--- config.mk ---
export PLATFORM = sky130hd
export DESIGN_NAME = multiplicador_secuencial
export DESIGN_NICKNAME = d
export VERILOG_FILES = /design/src/rtl/multiplicador_secuencial.sv
export SDC_FILE = /design/constraint.sdc
export NUM_CORES = 1
export LEC_CHECK = 0
export CAP_MARGIN = 20
export CORE_UTILIZATION = 30
export DETAILED_ROUTE_END_ITERATION = 8
export PLACE_DENSITY_LB_ADDON = 0.08
export SYNTH_ARGS = -nofsm -noshare
export SYNTH_HDL_FRONTEND = slang
export SYNTH_SLANG_ARGS = --single-unit
--- constraint.sdc ---
create_clock -name Reloj -period 5.1 [get_ports Reloj]
set_input_delay 0.765 -clock Reloj [delete_from_list [all_inputs] [get_ports Reloj]]
set_output_delay 0.765 -clock Reloj [all_outputs]
set_load 0.02 [all_outputs]
--- src/rtl/multiplicador_secuencial.sv ---
// Sequential 16x16 unsigned multiplier (shift-and-add, one multiplier bit per
// clock, LSB first) that writes its product back into a register file,
// low word first, then the high word into the next register when enabled.
module multiplicador_secuencial #(
  parameter int ESCRIBIR_PARTE_ALTA = 1
) (
  input  logic        Reloj,
  input  logic        Reiniciar,
  input  logic        Iniciar,
  input  logic [15:0] OperandoA,
  input  logic [15:0] OperandoB,
  input  logic [2:0]  DireccionDestino,
  output logic [15:0] Salida,
  output logic        HabilitarEscritura,
  output logic [2:0]  DireccionEscritura,
  output logic        Ocupado,
  output logic        Listo,
  output logic        Desborde
);

  typedef enum logic [1:0] {
    REPOSO,
    CALCULO,
    ESCRIBIR_BAJO,
    ESCRIBIR_ALTO
  } estado_t;

  localparam bit ALTA = (ESCRIBIR_PARTE_ALTA != 0);

  estado_t     estado;
  logic [31:0] multiplicando;   // shifted left one place per step
  logic [15:0] multiplicador;   // shifted right one place per step
  logic [31:0] acumulador;
  logic [3:0]  contador;
  logic [2:0]  destino;
  logic [31:0] suma;

  // Partial product for the current multiplier bit. On the last step this
  // is already the full product, so the write outputs can be loaded from it
  // on the same edge that leaves CALCULO.
  always_comb begin
    suma = acumulador + (multiplicador[0] ? multiplicando : 32'd0);
  end

  // Control FSM with registered outputs; reset aborts anything in flight.
  always_ff @(posedge Reloj or negedge Reiniciar) begin
    if (!Reiniciar) begin
      estado             <= REPOSO;
      multiplicando      <= '0;
      multiplicador      <= '0;
      acumulador         <= '0;
      contador           <= '0;
      destino            <= '0;
      Salida             <= '0;
      HabilitarEscritura <= 1'b0;
      DireccionEscritura <= '0;
      Ocupado            <= 1'b0;
      Listo              <= 1'b0;
      Desborde           <= 1'b0;
    end else begin
      case (estado)
        REPOSO: begin
          if (Iniciar) begin
            multiplicando <= {16'd0, OperandoA};
            multiplicador <= OperandoB;
            destino       <= DireccionDestino;
            acumulador    <= '0;
            contador      <= '0;
            Desborde      <= 1'b0;
            Ocupado       <= 1'b1;
            estado        <= CALCULO;
          end
        end
        CALCULO: begin
          // Always 16 steps regardless of operand values.
          acumulador    <= suma;
          multiplicando <= multiplicando << 1;
          multiplicador <= multiplicador >> 1;
          contador      <= contador + 4'd1;
          if (contador == 4'd15) begin
            estado             <= ESCRIBIR_BAJO;
            HabilitarEscritura <= 1'b1;
            DireccionEscritura <= destino;
            Salida             <= suma[15:0];
            Desborde           <= |suma[31:16];
            // Low word is the final write when the high word is not stored.
            Listo              <= !ALTA;
          end
        end
        ESCRIBIR_BAJO: begin
          if (ALTA) begin
            estado             <= ESCRIBIR_ALTO;
            DireccionEscritura <= destino + 3'd1;  // 7 wraps to 0
            Salida             <= acumulador[31:16];
            Listo              <= 1'b1;
          end else begin
            estado             <= REPOSO;
            HabilitarEscritura <= 1'b0;
            DireccionEscritura <= '0;
            Salida             <= '0;
            Listo              <= 1'b0;
            Ocupado            <= 1'b0;
          end
        end
        ESCRIBIR_ALTO: begin
          estado             <= REPOSO;
          HabilitarEscritura <= 1'b0;
          DireccionEscritura <= '0;
          Salida             <= '0;
          Listo              <= 1'b0;
          Ocupado            <= 1'b0;
        end
        default: begin
          estado             <= REPOSO;
          HabilitarEscritura <= 1'b0;
          DireccionEscritura <= '0;
          Salida             <= '0;
          Listo              <= 1'b0;
          Ocupado            <= 1'b0;
        end
      endcase
    end
  end

endmodule

Word-level counts from Yosys, hierarchy flattened
Index checks and enable logic that the tools add are counted.
{ "totals": {"register_bits": 112, "inputBits": 38, "elab_cells": 59, "output_inout_bits": 23} }
{ "classes": {"n_eq_ne": 6, "n_mux": 25, "n_addsub": 3, "reduce_logical": 13} }
{ "op_table": {"columns": ["cell", "count"], "rows": [
  ["$pmux 32 s2", 2],
  ["$mux 32", 3],
  ["$pmux 16 s3", 1],
  ["$add 32x32->32", 1],
  ["$mux 16", 2],
  ["$pmux 16 s2", 1],
  ["$reduce_or 16->1", 1],
  ["$reduce_and 2->1", 6],
  ["$pmux 3 s3", 1],
  ["$pmux 2 s4", 1],
  ["$pmux 4 s2", 1],
  ["$pmux 1 s2", 3],
  ["$reduce_bool 2->1", 3],
  ["$mux 1", 5],
  ["$add 4x1->4 const B", 1],
  ["$eq 2x2->1 const B", 2],
  ["$eq 4x4->1 const B", 1],
  ["$mux 2", 2],
  ["$mux 4", 1],
  ["$ne 2x2->1 const B", 2],
  ["$add 3x1->3 const B", 1],
  ["$mux 3", 1],
  ["$pmux 1 s3", 1],
  ["$reduce_and 3->1", 1],
  ["other kinds (3)", 3]
]} }

Depth between registers and ports, before layout
{ "depth": {"ltp_word": 5, "mapped_depth": 13, "depth_no_buf": 13} }

Worst setup path before layout
Ideal clock, no wire load.
{ "synth_path": {"kind": "flip-flop to flip-flop", "start": "register multiplicador[0]", "end": "register Desborde", "setup_time_ps": 84, "stages_incl_launch_ff": 13, "t_required_ps": 5016, "arrival_time_ps": 2970, "path_slack_ps": 2047, "cell_sequence": "dfrtp_1 clkbuf_1 and2_1 ha_1 and2_4 a221oi_2 a211o_2 a21oi_2 or3_4 o31a_1 and4_4 or3_4 a41oi_2"} }
{ "synth_via": {"elab_chain_len": 5} }
{ "synth_lines": {"columns": ["element", "line_no", "source"], "rows": [
  ["from (decl)", "32", "logic [15:0] multiplicador;"],
  ["from (signal assigned)", "65", "multiplicador <= OperandoB;"],
  ["from (signal assigned)", "78", "multiplicador <= multiplicador >> 1;"],
  ["$mux 32", "42", "suma = acumulador + (multiplicador[0] ? multiplicando : 32'd0);"],
  ["$add 32x32->32", "42", null],
  ["$reduce_or 16->1", "85", "Desborde <= |suma[31:16];"],
  ["$mux 1", "80", "if (contador == 4'd15) begin"],
  ["$pmux 1 s2", "61", "case (estado)"],
  ["to (signal assigned)", "85", null],
  ["to (decl)", "18", "output logic Desborde"]
]} }
Every way passes these cells. The select of a mux whose other input is x is not followed.
A chain may end at the register's enable or synchronous reset.

Final worst setup path
Same ends and word-level chain as after synthesis.

==> impl_metrics.ini <==
[status]
status = completed

[clocking]
root_buffer = clkbuf_16
path_clk_slew_ps = 90
cts_made_buffers = 9
cts_htree_levels = 3
cts.path.max_buffers = 2
worstSkewPairLatency_ps = 370
cts_tree = built
hold_buffers = 0
post_cts_buffers = 0
cts_resized = 0
numClockSinks = 112

[logic_synthesis]
synth_edf_count = 0
netlist_area_mm2 = 0.00689
ys_warn_count = 0
synthCells = 712
synth-seq-area-share_pct = 40.7
ys.flop_type = dfrtp_1
syn_avg_cell_area_um2 = 9.68
syn-num-nets = 788
async_reset_ff_share_pct = 100
synth_cell_type_count = 73
yosys_register_bits = 112

[setup_path]
ff2ff_setup_slack_ps = 1110
rr_worst_depth = 13
required_ps = 5330
crit_fanout = 33
path_class = flip-flop to flip-flop
cp-end-kind = flip-flop
crit_arrival_ps = 4220
start_kind = flip-flop

[timing]
slew_headroom_pct = 31.5
setup-violations-final = 0
finClkSkew_ps = 10.8
fin_crit_ps = 3990
fmax_ghz = 0.251
report.final.slew_viol_count = 0
finalCritPeriodShare_pct = 78.2
rsz0062_at_grt = false
setup_slack_ps = 1110
max_slew.worst_pin.slew_ps = 1030
hold_viol = 0
fin_tns_setup_ps = 0

[finish]
syn2layout_area_growth_pct = 16.3
final_util_pct = 35.5
fill_cells = 2274
multiInputGateArea_mm2 = 0.00385
design_area_mm2 = 0.00801
antenna_cells = 0
drive_gt1_share_pct = 9.59
regArea_mm2 = 0.00280
num-nets-final = 822

[place]
routabilityCongestion = 0.858
post_dp_cell_area_mm2 = 0.00771
detailedPlacementHpwl_mm = 14.4
pre_cts_slack_ps = 1120
place.port_buffers = 60

[power_and_ir_drop]
pwr-share-clk_pct = 15.3
ir_drop_v = 0.000468
powerDensity_mw_per_mm2 = 614
p_int_mw = 2.63
p_total_mw = 4.92
seqPwrFrac_pct = 30.8
power_leakage_nw = 3.54
power_frac_comb_pct = 53.9
p_sw_share_pct = 46.4
p_switching_mw = 2.28

[hold_path]
hold_class = primary input to asynchronous set/reset pin

[routing]
wire_per_inst_um = 19.2
ant_nets = 0
num_vias = 5501
drt_first_pass_iters = 4
drc_errors = 0
detail_route.vias_per_cell = 5.31
wirelength_mm = 19.9
drt-initial-drc-count = 312

[die]
core_area_mm2 = 0.0226
die_h_um = 154
start_util_pct = 30.5
die_x_um = 154
dieArea_mm2 = 0.0236
io_pins = 61
rows = 55

[global_routing]
grt_remaining_overflow = 0
grt_start_max_net_pins = 91
grt_pass1_wl_mm = 31.7
grt_use_total_pct = 17.3
grt_pass1_vias = 5564
grt_antenna_before_repair = 0

[job]
cap_violations = 0
-- cells in the mapped netlist, types with 11 or more instances --
cell,n,area share [%]
a22o_1,45,5.7
a22oi_1,17,1.9
o22ai_1,23,2.1
mux2i_1,19,2.8
a21oi_1,59,4.3
clkbuf_1,30,1.6
nor2_1,37,2.0
nand3_1,11,0.80
mux2_2,16,2.6
dfrtp_1,112,41
and2_1,34,3.1
xor2_1,14,1.8
o21ai_0,40,2.9
ha_1,37,6.7
xnor2_1,12,1.5
nand2_1,63,3.4
-- final cells by class --
cell class / count / area share, %
inverter: 10 / 0.468
clock buffer: 10 / 2.98
sequential: 112 / 35.0
timing repair buffer: 68 / 8.21
clock inverter: 6 / 0.843
tap: 285 / 4.45
multi-input combinational: 545 / 48.1
-- state kept, by name, indices dropped and copies added, names as in the netlist --
register            count
Ocupado                 1
Listo                   1
DireccionEscritura      3
Desborde                1
multiplicando          32
acumulador             32
contador                4
estado                  2
HabilitarEscritura      1
destino                 3
Salida                 16
multiplicador          16
-- worst paths after layout --
path,endpoint,from
setup / recovery,Desborde,multiplicador[0]
hold / removal,Salida[11],Reiniciar
setup reg to reg,Desborde,multiplicador[0]
hold reg to reg,multiplicador[13],multiplicador[13]
max in group asynchronous,acumulador[1],Reiniciar
min in group Reloj,multiplicador[13],multiplicador[13]
-- worst max-delay path, cell delays in order, from the launching register on --
cell,delay [ps]
dfrtp_1,960
and2_1,230
ha_1,160
inv_1,50
fa_1,400
nor2b_1,160
o31a_1,250
o211ai_2,150
a21boi_1,270
o21ai_1,150
xnor2_1,160
or4_1,550
nor4_2,210
a41oi_2,150
-- through the flow --
step / cells / hold WS [ps]
global placement: 1020 / 467
CTS: 1036 / 426
detailed placement: 1020 / 475
floorplan: 712 / 450
global route: 1036 / 455
finish: 1036 / 399
-- per-layer routing --
layer | GRT usage (%) | vias to the layer above | wire length [µm]
met5 | 0 | - | 0
met4 | 3.90 | 0 | 189
met3 | 3.38 | 11 | 752
met2 | 27.5 | 89 | 9140
met1 | 24.2 | 2697 | 9770
li1 | - | 2704 | -
-- placed cells by master, fill, tap and decap left out, types with 3 or more instances in the layout --
cell	Yosys	layout
mux2_2	16	16
and3_1	8	8
nand3_1	11	11
xnor2_1	12	12
o21ai_0	40	40
inv_1	10	10
a21o_1	10	10
o21a_1	6	6
ha_1	37	36
nand2b_1	6	6
and2_1	34	34
o21ai_1	5	4
dfrtp_1	112	112
a21oi_1	59	59
nor2_1	37	36
nand2_1	63	63
xor2_1	14	14
and4_1	3	3
clkbuf_16	0	9
a22o_1	45	45
buf_4	4	9
nor3_1	10	10
a221oi_2	3	3
inv_6	0	4
o31ai_1	5	5
mux2i_1	19	19
a21oi_2	4	4
nor2b_1	4	4
clkdlybuf4s50_1	0	59
nand4_1	5	5
o22ai_1	23	23
a22oi_1	17	17
-- power groups by stage --
stage	registers, mW	logic (mW)	clock network [mW]
6_report	1.51	2.65	0.752
5_1_grt	1.56	2.95	0.805
4_1_cts	1.52	2.68	0.773
3_5_place_dp	1.53	2.67	0
3_3_place_gp	1.53	2.64	0
2_1_floorplan	1.51	1.89	0
-- cells by family after synthesis --
family / Yosys count / synth area share [%]
AOI/OAI and AO/OA: 249 / 25.2
and+or+nand+nor: 197 / 14.7
DFF: 112 / 40.7
buffers and inverters: 55 / 3.68
adders and majority gates: 38 / 7.01
muxes: 35 / 5.37
xor gates and xnor gates: 26 / 3.30
(Power assumes the default switching activity.)
